## src/rtl/lram_pkg.sv

```systemverilog
// Shared types for the local-RAM arbiter: ownership states, bus widths, read tag.
// The optional build macro LRAM_ARB_RR_EN is consumed by lram_arb, not here.
package lram_pkg;

  localparam int ADDR_W = 10;
  localparam int DATA_W = 32;
  localparam int BCNT_W = 4;

  typedef logic [0:ADDR_W-1] addr_t;
  typedef logic [0:DATA_W-1] data_t;
  typedef logic [BCNT_W-1:0] bcnt_t;

  typedef enum logic [1:0] {
    ST_IDLE = 2'd0,
    ST_OWN0 = 2'd1,
    ST_OWN1 = 2'd2
  } state_t;

  // One in-flight read: whether it is a real read, and which port gets the data.
  typedef struct packed {
    logic valid;
    logic port;
  } tag_t;

  function automatic bcnt_t bcnt_inc(input bcnt_t b);
    return (b == '1) ? b : b + 1'b1;
  endfunction

endpackage

```

## src/rtl/lram_rdtag.sv

```systemverilog
// Read tag delay line: carries {valid, port} alongside the RAM read latency so
// returning data can be steered to the port that issued the read.
module lram_rdtag
  import lram_pkg::*;
#(
  parameter int DEPTH = 2
) (
  input  logic sys_clk,
  input  logic reset,
  input  tag_t push,
  output tag_t tail
);

  tag_t pipe [DEPTH];

  always_ff @(posedge sys_clk) begin
    if (reset) begin
      // NOTE: unlike a RAM array this small delay line must be cleared, or
      // stale valid bits would fire rvalid for reads dropped by reset.
      for (int i = 0; i < DEPTH; i++) pipe[i] <= '0;
    end else begin
      // NOTE: non-blocking updates let every stage read its neighbour's old value.
      pipe[0] <= push;
      for (int i = 1; i < DEPTH; i++) pipe[i] <= pipe[i-1];
    end
  end

  assign tail = pipe[DEPTH-1];

endmodule

```

## src/rtl/lram_arb.sv

```systemverilog
// Two-port arbiter/sequencer for the 1024x32 local RAM (registered I/O, RD_LAT read).
// Build option: define LRAM_ARB_RR_EN for round-robin tie-break from IDLE.
module lram_arb
  import lram_pkg::*;
#(
  parameter int MAX_BURST = 4,
  parameter int RD_LAT    = 2
) (
  input  logic  sys_clk,
  input  logic  reset,
  input  logic  req0,
  input  logic  req1,
  input  logic  we0,
  input  logic  we1,
  input  addr_t a0,
  input  addr_t a1,
  input  data_t din0,
  input  data_t din1,
  output logic  gnt0,
  output logic  gnt1,
  output logic  rvalid0,
  output logic  rvalid1,
  output data_t dout,
  output logic  ram_cs,
  output logic  ram_we,
  output addr_t ram_a,
  output data_t ram_din,
  input  data_t ram_dout
);

  localparam bcnt_t BURST_LIM = bcnt_t'(MAX_BURST);

  state_t state_q, state_d;
  bcnt_t  bcnt_q, bcnt_d;
  addr_t  hold_a;
  data_t  hold_din;
  logic   prefer0;
  logic   any_gnt;
  logic   sel_we;
  addr_t  sel_a;
  data_t  sel_din;
  tag_t   tag_push, tag_tail;

`ifdef LRAM_ARB_RR_EN
  // Last owner; port 0 wins a tie from IDLE unless it was the last owner.
  logic last_q;

  always_ff @(posedge sys_clk) begin
    if (reset)        last_q <= 1'b1;
    else if (any_gnt) last_q <= gnt1;
  end

  assign prefer0 = last_q;
`else
  assign prefer0 = 1'b1;
`endif

  always_comb begin
    // NOTE: every output of this block gets a default first, so no path infers a latch.
    gnt0    = 1'b0;
    gnt1    = 1'b0;
    state_d = state_q;
    bcnt_d  = bcnt_q;
    if (!reset) begin
      case (state_q)
        ST_IDLE: begin
          if (req0 && (!req1 || prefer0)) begin
            gnt0    = 1'b1;
            state_d = ST_OWN0;
            bcnt_d  = bcnt_t'(1);
          end else if (req1) begin
            gnt1    = 1'b1;
            state_d = ST_OWN1;
            bcnt_d  = bcnt_t'(1);
          end
        end
        ST_OWN0: begin
          if (req0 && (!req1 || bcnt_q < BURST_LIM)) begin
            gnt0   = 1'b1;
            bcnt_d = bcnt_inc(bcnt_q);
          end else if (req1) begin
            gnt1    = 1'b1;
            state_d = ST_OWN1;
            bcnt_d  = bcnt_t'(1);
          end else begin
            state_d = ST_IDLE;
            bcnt_d  = '0;
          end
        end
        ST_OWN1: begin
          if (req1 && (!req0 || bcnt_q < BURST_LIM)) begin
            gnt1   = 1'b1;
            bcnt_d = bcnt_inc(bcnt_q);
          end else if (req0) begin
            gnt0    = 1'b1;
            state_d = ST_OWN0;
            bcnt_d  = bcnt_t'(1);
          end else begin
            state_d = ST_IDLE;
            bcnt_d  = '0;
          end
        end
        default: begin
          state_d = ST_IDLE;
          bcnt_d  = '0;
        end
      endcase
    end
  end

  assign any_gnt = gnt0 | gnt1;
  assign sel_we  = gnt1 ? we1  : we0;
  assign sel_a   = gnt1 ? a1   : a0;
  assign sel_din = gnt1 ? din1 : din0;

  always_ff @(posedge sys_clk) begin
    if (reset) begin
      state_q  <= ST_IDLE;
      bcnt_q   <= '0;
      hold_a   <= '0;
      hold_din <= '0;
    end else begin
      state_q <= state_d;
      bcnt_q  <= bcnt_d;
      // RAM address/data hold their last value on idle cycles to avoid toggling.
      if (any_gnt) begin
        hold_a   <= sel_a;
        hold_din <= sel_din;
      end
    end
  end

  assign ram_cs  = ~any_gnt;
  assign ram_we  = any_gnt ? ~sel_we : 1'b1;
  assign ram_a   = any_gnt ? sel_a   : hold_a;
  assign ram_din = any_gnt ? sel_din : hold_din;

  assign tag_push = '{valid: any_gnt & ~sel_we, port: gnt1};

  lram_rdtag #(
    .DEPTH (RD_LAT)
  ) u_rdtag (
    .sys_clk (sys_clk),
    .reset   (reset),
    .push    (tag_push),
    .tail    (tag_tail)
  );

  // Gate with reset so a read in flight when reset rises never reports.
  assign rvalid0 = ~reset & tag_tail.valid & ~tag_tail.port;
  assign rvalid1 = ~reset & tag_tail.valid &  tag_tail.port;
  assign dout    = ram_dout;

endmodule

```

## config.mk

```make
export PLATFORM = sky130hd
export DESIGN_NAME = lram_arb
export DESIGN_NICKNAME = d
export VERILOG_FILES = /design/src/rtl/lram_pkg.sv /design/src/rtl/lram_rdtag.sv /design/src/rtl/lram_arb.sv
export SDC_FILE = /design/constraint.sdc
export NUM_CORES = 1
export LEC_CHECK = 0
export CORE_AREA = 2 2 78 80
export DETAILED_ROUTE_END_ITERATION = 10
export DIE_AREA = 0 0 80 82
export DONT_BUFFER_PORTS = 1
export HOLD_SLACK_MARGIN = 0.15
export MAX_ROUTING_LAYER = met4
export PLACE_DENSITY = 0.75
export REMOVE_ABC_BUFFERS = 1
export SYNTH_ARGS = -nofsm -noshare
export SYNTH_HDL_FRONTEND = slang
export SYNTH_HIERARCHICAL = 1
export SYNTH_SLANG_ARGS = --single-unit
```

## constraint.sdc

```tcl
create_clock -name sys_clk -period 2.2 [get_ports sys_clk]
set_clock_uncertainty 0.2 [all_clocks]
set_input_delay 0.44 -clock sys_clk [delete_from_list [all_inputs] [get_ports sys_clk]]
set_output_delay 0.44 -clock sys_clk [all_outputs]
set_load 0.05 [all_outputs]
```

==> qor.csv, run 1 <==
metric;value;unit
Num CTS Buffers;5;
#FFs+latches synth;52;
Synth cell types;40;
Async S/R FF share, synth;0;%
last stage reached;global routing;
port bufs;0;
tool error;[ERROR GRT-0116] Global routing finished with congestion. Check the congestion regions in the DRC Viewer.;
Die Span Y;82;µm
clock buffer depth;2;
H-tree depth;2;
chip width;80;µm
std cell rows;28;
CTS sink cnt;52;
Tot GR Track Use;71.6;%
top_reg_cell synth;dfxtp_1;
DPL Wire Length;10900;µm
clock root buffer;clkbuf_8;
Mapped Area;3250;µm²
post-synthesis sequential area ratio;32.0;%
DP Area;4470;µm²
largest cells by area after synthesis;dfxtp_1, a211oi_2, a31oi_1;
Final Wtd Congestion;0.975;
dpl cells;590;
post-synth top area share;32.0;%
post-synthesis instance total;394;
Synthesis Warnings;6;
vias in the first global route;4832;
status;stopped before the end;
Initial Util;56.5;%
largest net degree at the start of global routing;56;
I/O pin total;202;
first-pass GRT wire length;32700;µm
EDFF count, synth;0;
top cell type by total area after synthesis;dfxtp_1;
Synth Area per Inst;8.24;µm²
Remaining Overflow, GRT;14;
## repair_timing
action / 4_1_cts
hold buffers: 5
gates resized for setup: 117
setup buffers: 4
endpoints found under the setup margin: 46
pin swaps: 12
cloned: 4
hold endpoints to repair: 50
## cell usage after synthesis (2+ instances only)
library cell and number:
nor2_1 49, a211oi_1 4, dfxtp_1 52, clkbuf_1 25, nand2b_1 2, nand2_1 3
and3_1 2, nor2b_1 7, a21oi_1 46, buf_2 4, inv_1 4, o21ai_1 39
buf_4 34, nand3_1 2, o21ai_0 8, a21o_1 2, buf_6 6, a211oi_2 41
a31oi_1 42, a221oi_1 2
## cell families after synthesis
family	Yosys count	synth area share (%)
flip-flops	52	32.0
XOR/XNOR	1	0.270
adder cells (fa/ha/maj)	1	0.385
AND/OR/NAND/NOR	73	10.4
AO/OA/AOI/OAI	192	42.8
buffers and inverters	75	14.1
## layer usage
layer	overflow	global-route usage, %
met1	0	64.6
met2	0	89.0
met3	13	61.0
met4	1	70.0
met5	-	-
## through the flow
| stage | hold slack [ns] | setup slack, ns |
|---|---|---|
| after CTS | -0.0210 | -0.501 |
| after detailed placement | 0.226 | -0.315 |
| after floorplan | 0.214 | -2.17 |
| after global placement | 0.216 | -0.194 |
==> run 2: changes to the inputs <==
- CORE_AREA: 2 2 78 80 -> 2 2 94 96
- DIE_AREA: 0 0 80 82 -> 0 0 96 98
- HOLD_SLACK_MARGIN: 0.15 -> unset
- MAX_ROUTING_LAYER: met4 -> unset
- PLACE_DENSITY: 0.75 -> unset
- PLACE_DENSITY_LB_ADDON: unset -> 0.15
- clock period: 2.2 -> 2.86 ns (I/O delays scaled with it)
==> run 2 against run 1 <==
- the flow now finishes, with violations (negative setup slack)
- area after synthesis unchanged
- synthesized cell count unchanged
==> qor.csv, run 2 <==
metric;value;unit;change
status;finished with violations;;
failing checks;negative setup slack;;
# setup viols final;5;;
Num CTS Buffers;5;;unchanged
Final Wtd Congestion;0.851;;-13%
Slew headroom;66.6;%;
I/O pin total;202;;unchanged
chip width;96;µm;+20%
most frequent cells in the layout;nor2_1, dfxtp_1, buf_4;;
max FFs per register;32;;
post-synth top area share;32.0;%;unchanged
CP delay by family, top;compound AO/OA/AOI/OAI gates;;
r2r setup slk;0.86;ns;
Die Span Y;98;µm;+20%
crit-path max cell delay;0.37;ns;
std cell rows;34;;+21%
port bufs;0;;unchanged
Critical R2R Launch;bcnt_q[2]$_SDFFE_PP0P_;;
top_reg_cell synth;dfxtp_1;;
CTS clk-pin slew, worst paths;0.09;ns;
Synth cell types;40;;unchanged
first-pass GRT wire length;15800;µm;
synth cell count leaders;dfxtp_1, nor2_1, a21oi_1, a31oi_1, a211oi_2;;
Peak VDD IR;234;µV;
post-synthesis instance total;394;;unchanged
maxcap violations;0;;
hold-fix buffers at CTS;0;;-5
Async S/R FF share, synth;0;%;unchanged
Sw Share;40.2;%;
fin crit period;2.87;ns;
Slew Viols, Final;0;;
share of cells above drive strength 1;45.5;%;
post-synthesis sequential area ratio;32.0;%;unchanged
vias in the first global route;2861;;
via count;3058;;
WP data arrival;2.10;ns;
most frequent cell after synthesis;dfxtp_1;;
setup TNS;-0.0254;ns;
DPL Wire Length;7640;µm;-30%
DR DRC count;0;;
final worst slack;-0.00856;ns;
Tot GR Track Use;22.1;%;
largest registers;hold_din: 32 flops, hold_a: 10 flops;;
worst-path cell chain;or2_4, a221oi_4, buf_6, buf_16, a31oi_1, a21oi_1, buf_4;;
final wirelength;11400;µm;
fin crit share;100;%;
Psw;0.000857;W;
Final Power;0.00213;W;
largest cells by area after synthesis;dfxtp_1, a211oi_2, a31oi_1;;
WP buf/inv;3;;
Area Overhead vs Synth;26.7;%;
Sequential Power Share;37.2;%;
HP Class;primary input to flip-flop;;
final std cells w/o fill;512;;
largest net degree at the start of global routing;56;;
Crit Path Category;flip-flop to output port;;
Synthesis Warnings;6;;unchanged
DRT Pass-1 Iters;4;;
clock power share;21.5;%;
actual slew at the worst max-slew pin;0.502;ns;
final design utilization;48.6;%;
combinational power share;41.3;%;
CTS sink cnt;52;;unchanged
EDFF count, synth;0;;unchanged
Crit-path slowest cell;dfxtp_4;;
Mapped Area;3250;µm²;unchanged
Antenna diodes;0;;
CP max FO;9;;
initial antenna violation count;0;;
DR WL/cell;22.2;µm;
clock buffer depth;2;;unchanged
DIE AREA;9410;µm²;
leak pwr;1.44;nW;
Initial Util;38.4;%;-18 points
Pint;0.00127;W;
Synth Area per Inst;8.24;µm²;unchanged
DP Area;3450;µm²;-23%
most flop-heavy register;hold_din;;
top cell type by total area after synthesis;dfxtp_1;;
dpl cells;492;;-17%
final net count;526;;
Min-Delay Endpoint;hold_din[19]$_SDFF_PP0_;;
R2R depth;7;;
#FFs+latches synth;52;;unchanged
drt via density;5.97;;
Critical Path Start Type;flip-flop;;
Antenna Nets Post-Route;0;;
Hold Crit Start;reset;;
clock root buffer;clkbuf_8;;
Final Hold Viols;0;;
Required @ worst endpoint;2.09;ns;
fmax;0.349;GHz;
crit end category;output port;;
unrepaired setup endpoints after global routing;true;;
Remaining Overflow, GRT;0;;
initial drt markers;72;;
TritonCTS clock tree;built;;
hold depth;1;;
Final Cell Area;4120;µm²;
H-tree depth;2;;unchanged
worst skew pair latency;0.31;ns;
FF-to-FF End;hold_din[24]$_SDFF_PP0_;;
Pwr Density;518;nW/µm²;
core box area;8470;µm²;
## run 2: cell counts after synthesis
No cell type changed its count.
## run 2: worst max-delay path by stage
stage / from / to / slack [ns] / depth (start not counted)
after CTS: bcnt_q[3]$_SDFFE_PP0P_ / ram_din[24] / -0.03 / 7
after detailed placement: req0 / ram_a[1] / 0.18 / 6
final: bcnt_q[2]$_SDFFE_PP0P_ / ram_a[6] / -0.009 / 7
after global routing: state_q[0]$_SDFFE_PP0P_ / ram_a[6] / -0.06 / 8
after floorplan: reset / ram_a[0] / -1.74 / 5
after global placement: req0 / ram_din[24] / 0.19 / 6
## run 2: what timing repair did
action / 4_1_cts / 5_1_grt
buffers inserted: 5 / 2
gates resized for setup: 21 / 66
gates cloned: 2 / 3
pin swaps: 16 / 24
endpoints found under the setup margin: 43 / 43
## run 2: logic make-up after synthesis
kind of cell    Yosys count  share of synthesized area (%)
fa+ha+maj                 1                          0.385
xor+xnor                  1                          0.270
buf+inv                  75                           14.1
compound gates          192                           42.8
simple gates             73                           10.4
flops                    52                           32.0
## run 2: metrics by stage
stage          hold WS (ns)  worst slack (ns)
2_1_floorplan         0.214             -1.74
3_3_place_gp          0.217             0.190
5_1_grt              0.0991           -0.0627
4_1_cts               0.113           -0.0341
6_report              0.123          -0.00856
3_5_place_dp          0.228             0.176
## run 2: cell type report
class | instances | area [µm²]
Clock buffer | 6 | 82.6
Inverter | 5 | 18.8
Clock inverter | 2 | 13.8
Fill cell | 815 | 4350
Tap cell | 108 | 135
Multi-Input combinational cell | 267 | 2080
Timing Repair Buffer | 72 | 739
Sequential cell | 52 | 1050
## run 2: metal layers
layer | global-route usage (%) | wire length [µm] | vias up
met5 | 6.11 | 78 | -
met4 | 4.95 | 130 | 2
met3 | 13.4 | 1400 | 11
met2 | 32.8 | 5110 | 148
met1 | 26.8 | 4660 | 1440
li1 | - | - | 1457
## run 2: power groups by stage
| stage | registers [W] | logic [W] | clock network [W] |
|---|---|---|---|
| detailed placement | 0.000811 | 0.000760 | 0 |
| CTS | 0.000793 | 0.000795 | 0.000466 |
| finish | 0.000793 | 0.000880 | 0.000458 |
| global placement | 0.000810 | 0.000753 | 0 |
| floorplan | 0.000809 | 0.000547 | 0 |
| global route | 0.000799 | 0.000930 | 0.000498 |
Note: power is estimated with default switching activity, not from simulation.
==> run 3: changes to the inputs <==
- PLACE_DENSITY: unset -> 0.55
- PLACE_DENSITY_LB_ADDON: 0.15 -> unset
==> run 3 against run 2 <==
- the flow still finishes with violations (negative setup slack)
- total power rose by 11%
- wire length rose by 7.3%
- via count rose by 3.4%
- utilization rose by 7.5 points
- largest cell class unchanged
- highest routed layer unchanged
==> qor.csv, run 3 (synthesized netlist as in run 2, its figures left out) <==
metric;value;unit;change
most used cell, CP;buf_12;;
largest registers;hold_din: 32 flops, hold_a: 10 flops;;
H-tree depth;2;;unchanged
CP delay by family, top;buffers and inverters;;
final design utilization;56.1;%;+7.5 points
Final Cell Area;4750;µm²;+15%
DRT Pass-1 Iters;4;;unchanged
vias in the first global route;2961;;+3.5%
uppermost layer routed;met5;;
DR WL met3;1390;µm;-0.72%
Critical Path Start Type;flip-flop;;
Die Span Y;98;µm;unchanged
DIE AREA;9410;µm²;unchanged
Sw Share;39.1;%;-1.1 points
port bufs;0;;unchanged
Required @ worst endpoint;2.09;ns;about the same
final net count;536;;+1.9%
Slew Viols, Final;0;;unchanged
Tot GR Track Use;21.1;%;-1.1 points
final wirelength;12200;µm;+7.3%
CP max FO;6;;-3
crit-path max cell delay;0.37;ns;about the same
Crit-path slowest cell;dfxtp_4;;
final worst slack;-0.0389;ns;-0.0304 ns
std cell rows;34;;unchanged
fmax;0.345;GHz;-1.0%
crit end category;output port;;
hold-fix buffers at CTS;0;;unchanged
DR WL/cell;23.4;µm;+5.2%
Final Hold Viols;0;;unchanged
Psw;0.000924;W;+7.7%
most frequent cells in the layout;nor2_1, dfxtp_1, a211oi_2;;
Remaining Overflow, GRT;0;;unchanged
TritonCTS clock tree;built;;
Crit Path Category;flip-flop to output port;;
Pint;0.00144;W;+13%
core box area;8470;µm²;unchanged
Antenna Nets Post-Route;0;;unchanged
status;finished with violations;;
drt via density;6.06;;+1.5%
I/O pin total;202;;unchanged
maxcap violations;0;;unchanged
CTS sink cnt;52;;unchanged
Initial Util;38.4;%;unchanged
WP buf/inv;4;;+1
Final Wtd Congestion;0.778;;-8.6%
Final Power;0.00236;W;+11%
Sequential Power Share;33.7;%;-3.5 points
combinational power share;43.1;%;+1.8 points
share of cells above drive strength 1;61.1;%;+16 points
via count;3163;;+3.4%
Pwr Density;497;nW/µm²;-4.0%
DPL Wire Length;7000;µm;-8.5%
DR DRC count;0;;unchanged
Peak VDD IR;319;µV;+36%
met2 wire length;5480;µm;+7.3%
Num CTS Buffers;5;;unchanged
unrepaired setup endpoints after global routing;true;;
actual slew at the worst max-slew pin;0.497;ns;-0.00497 ns
# setup viols final;4;;-1
first-pass GRT wire length;15400;µm;-2.2%
clock power share;23.2;%;+1.7 points
fin crit share;101;%;+1.1 points
initial drt markers;140;;+94%
worst-path cell chain;buf_12, nor4b_4, a221o_2, buf_12, buf_8, o21ai_1, a21oi_1, buf_4;;
DP Area;3470;µm²;+0.51%
WP data arrival;2.13;ns;+0.03 ns
leak pwr;1.62;nW;+12%
CTS clk-pin slew, worst paths;0.11;ns;+0.02 ns
Area Overhead vs Synth;46.2;%;
largest net degree at the start of global routing;56;;unchanged
max FFs per register;32;;unchanged
worst skew pair latency;0.31;ns;about the same
fin crit period;2.90;ns;+0.0304 ns
initial antenna violation count;0;;unchanged
Slew headroom;66.9;%;+0.33 points
clock buffer depth;2;;unchanged
clock root buffer;clkbuf_8;;
routed metal-1 wire length;5130;µm;+10%
HP Class;primary input to flip-flop;;
most flop-heavy register;hold_din;;
Layout fillers;721;;-12%
Antenna diodes;0;;unchanged
chip width;96;µm;unchanged
failing checks;negative setup slack;;
[run 3: cell types whose count changed in the layout (fill, tap and decap cells not counted), sizes merged]
cell and change:
buf +7, bufinv +1, clkbuf +3, inv -1
[run 3: stage by stage]
stage          setup TNS, ns  hold WS (ns)  std cells  setup WS [ns]
3_5_place_dp               0         0.226        491          0.160
3_3_place_gp               0         0.222        491          0.187
6_report             -0.0745         0.106        522        -0.0389
5_1_grt                -2.35        0.0946        522        -0.0891
2_1_floorplan        -118.97         0.214        324          -1.74
4_1_cts               -0.871         0.108        506        -0.0432
[run 3: what timing repair did]
| action | CTS | global route |
|---|---|---|
| buffers inserted | 5 | 8 |
| pin swaps | 23 | 44 |
| gates cloned | 2 | 8 |
| endpoints found under the setup margin | 43 | 43 |
| endpoints found under the hold margin | 0 | 0 |
| gates resized for setup | 15 | 172 |
[run 3: per-layer routing]
metal	track usage, %	vias to the layer above
met3	12.9	14
li1	-	1476
met5	3.89	-
met4	4.84	2
met2	31.5	161
met1	25.3	1510
[run 3: area by class of cell]
class,instances,area [µm²],area share (%)
clock buffers,6,82.6,1.74
flip-flops and latches,52,1050,22.1
repair buffers,82,986,20.8
multi-input cells,267,2440,51.3
clock inverters,2,38.8,0.817
inverters,5,18.8,0.395
well taps,108,135,2.85
[run 3: final timing paths]
path | startpoint | to | slack [ns] | cells after the start
worst max-delay path | bcnt_q[3]$_SDFFE_PP0P_ | ram_a[3] | -0.04 | 8
worst min-delay path | reset | hold_din[6]$_SDFF_PP0_ | 0.11 | 1
worst max register to register | bcnt_q[3]$_SDFFE_PP0P_ | u_rdtag/pipe[0][0]$_SDFF_PP0_ | 0.71 | 8
worst min register to register | u_rdtag/pipe[0][1]$_SDFF_PP0_ | u_rdtag/pipe[0][3]$_SDFF_PP0_ | 0.25 | 1
[run 3: power by group through the flow]
stage	logic, W	clock network (W)	registers (W)
6_report	0.00102	0.000547	0.000796
5_1_grt	0.00107	0.000589	0.000802
4_1_cts	0.000781	0.000562	0.000796
3_5_place_dp	0.000761	0	0.000814
3_3_place_gp	0.000750	0	0.000812
2_1_floorplan	0.000547	0	0.000809
==> run 4: changes to the inputs <==
- CORE_AREA: 2 2 94 96 -> 2 2 88 90
- DIE_AREA: 0 0 96 98 -> 0 0 90 92
- PLACE_DENSITY: 0.55 -> 0.61
==> run 4 against run 3 <==
- the run still ends with negative setup slack left
- maximum frequency grew 0.18%
- highest routed layer unchanged
- sequential power is essentially flat
- largest power group unchanged
- largest cell class unchanged
- total power shrank 5.8%
==> qor.csv, run 4 (synthesized netlist as in run 2, its figures left out) <==
metric;value;unit;change
status;finished with violations;;
failing checks;negative setup slack;;
Critical Path Start Type;flip-flop;;
DP Area;3450;µm²;-0.72%
I/O pin total;202;;unchanged
Num CTS Buffers;5;;unchanged
max FFs per register;32;;unchanged
initial antenna violation count;0;;unchanged
CP delay by family, top;compound AO/OA/AOI/OAI gates;;
fmax;0.346;GHz;+0.18%
TritonCTS clock tree;built;;
most flop-heavy register;hold_din;;
# setup viols final;12;;+8
Final Cell Area;4350;µm²;-8.4%
Tot GR Track Use;22.8;%;+1.7 points
crit end category;output port;;
dpl cells;486;;-1.0%
via count;3154;;-0.28%
DR WL/cell;21.6;µm;-7.8%
CP max FO;8;;+2
first-pass GRT wire length;15100;µm;-2.1%
unrepaired setup endpoints after global routing;true;;
largest net degree at the start of global routing;56;;unchanged
H-tree depth;2;;unchanged
Final Hold Viols;0;;unchanged
Antenna diodes;0;;unchanged
worst-path cell chain;or2_4, a221oi_4, buf_6, buf_12, a31oi_2, a21oi_2, buf_6;;
core box area;7450;µm²;-12%
Layout fillers;654;;-9.3%
Initial Util;43.6;%;+5.2 points
M3 GR Usage;11.3;%;-1.6 points
Pwr Density;511;nW/µm²;+2.8%
port bufs;0;;unchanged
worst hold slack;0.130;ns;+0.0241 ns
Crit Path Category;flip-flop to output port;;
fin crit share;101;%;-0.19 points
Required @ worst endpoint;2.09;ns;about the same
Die Span Y;92;µm;-6.1%
Global Route met1 Usage;26.4;%;+1.1 points
Antenna Nets Post-Route;0;;unchanged
largest registers;hold_din: 32 flops, hold_a: 10 flops;;
Final Wtd Congestion;0.775;;-0.35%
final net count;527;;-1.7%
Remaining Overflow, GRT;0;;unchanged
met2 Use GR;34.5;%;+3.1 points
DPL Wire Length;6840;µm;-2.3%
vias in the first global route;2968;;+0.24%
chip width;90;µm;-6.3%
most used cell, CP;buf_6;;
worst skew pair latency;0.30;ns;about the same
leak pwr;1.48;nW;-8.7%
DIE AREA;8280;µm²;-12%
std cell rows;32;;-5.9%
initial drt markers;135;;-3.6%
drt via density;6.22;;+2.7%
final worst slack;-0.0336;ns;+0.00534 ns
DRT Pass-1 Iters;4;;unchanged
CTS sink cnt;52;;unchanged
Crit-path slowest cell;dfxtp_4;;
Slew headroom;65.4;%;-1.5 points
fin crit period;2.89;ns;-0.00534 ns
actual slew at the worst max-slew pin;0.521;ns;+0.0233 ns
CTS clk-pin slew, worst paths;0.09;ns;-0.02 ns
DR DRC count;0;;unchanged
WP buf/inv;3;;-1
WP data arrival;2.12;ns;about the same
clock buffer depth;2;;unchanged
r2r setup slk;0.83;ns;+0.12 ns
GRT busiest layer;met2;;
Slew Viols, Final;0;;unchanged
clock root buffer;clkbuf_8;;
most frequent cells in the layout;nor2_1, dfxtp_1, a211oi_2;;
share of cells above drive strength 1;52.8;%;-8.3 points
crit-path max cell delay;0.37;ns;about the same
HP Class;primary input to flip-flop;;
Peak VDD IR;259;µV;-19%
final design utilization;58.4;%;+2.3 points
Area Overhead vs Synth;33.9;%;
DP Worst Slack;0.209;ns;+0.0493 ns
final wirelength;10900;µm;-10%
maxcap violations;0;;unchanged
hold-fix buffers at CTS;0;;unchanged
final std cells w/o fill;507;;-2.9%
run 4: cell count changes in the layout (fill, tap and decap cells not counted), moves of 7 or more:
cell	change
buf_4	+7
o21ai_1	+25
o21ai_2	-14
o21ai_4	-12
run 4: path summary, 6_finish.rpt:
check	start	end	cells after the start
worst min-delay path	reset	hold_din[8]$_SDFF_PP0_	1
worst max-delay path	bcnt_q[3]$_SDFFE_PP0P_	ram_din[10]	7
worst max register to register	bcnt_q[3]$_SDFFE_PP0P_	hold_din[24]$_SDFF_PP0_	7
worst min register to register	u_rdtag/pipe[0][1]$_SDFF_PP0_	u_rdtag/pipe[0][3]$_SDFF_PP0_	1
run 4: final cells by class:
class,count,area (µm²),share of cell area [%]
Sequential cell,52,1050,24.1
Multi-Input combinational cell,267,2280,52.4
Clock inverter,2,35.0,0.805
Inverter,5,18.8,0.431
Clock buffer,6,72.6,1.67
Tap cell,102,128,2.93
Timing Repair Buffer,73,766,17.6
run 4: power breakdown:
| group | switching, W | internal, W |
|---|---|---|
| combinational | 0.000610 | 0.000324 |
| sequential | 0.0000177 | 0.000776 |
| clock | 0.000237 | 0.000260 |
| total | 0.000865 | 0.00136 |
run 4: what timing repair did:
action	CTS	global route
endpoints found under the setup margin	43	43
gates cloned	1	2
hold endpoints to repair	0	0
setup buffers	5	5
pin swaps	16	41
gates resized for setup	19	118
run 4: layer usage:
metal	wire length (µm)	part of all wire, %
met1	4450	41
met4	413	3.8
met5	54	0.49
met3	1140	10
met2	4870	45
run 4: metrics by stage:
step / total power [W] / setup TNS, ns
final: 0.00222 / -0.176
after CTS: 0.00209 / -0.222
after floorplan: 0.00136 / -118.97
after global placement: 0.00155 / 0
after detailed placement: 0.00157 / 0
after global routing: 0.00233 / -2.66
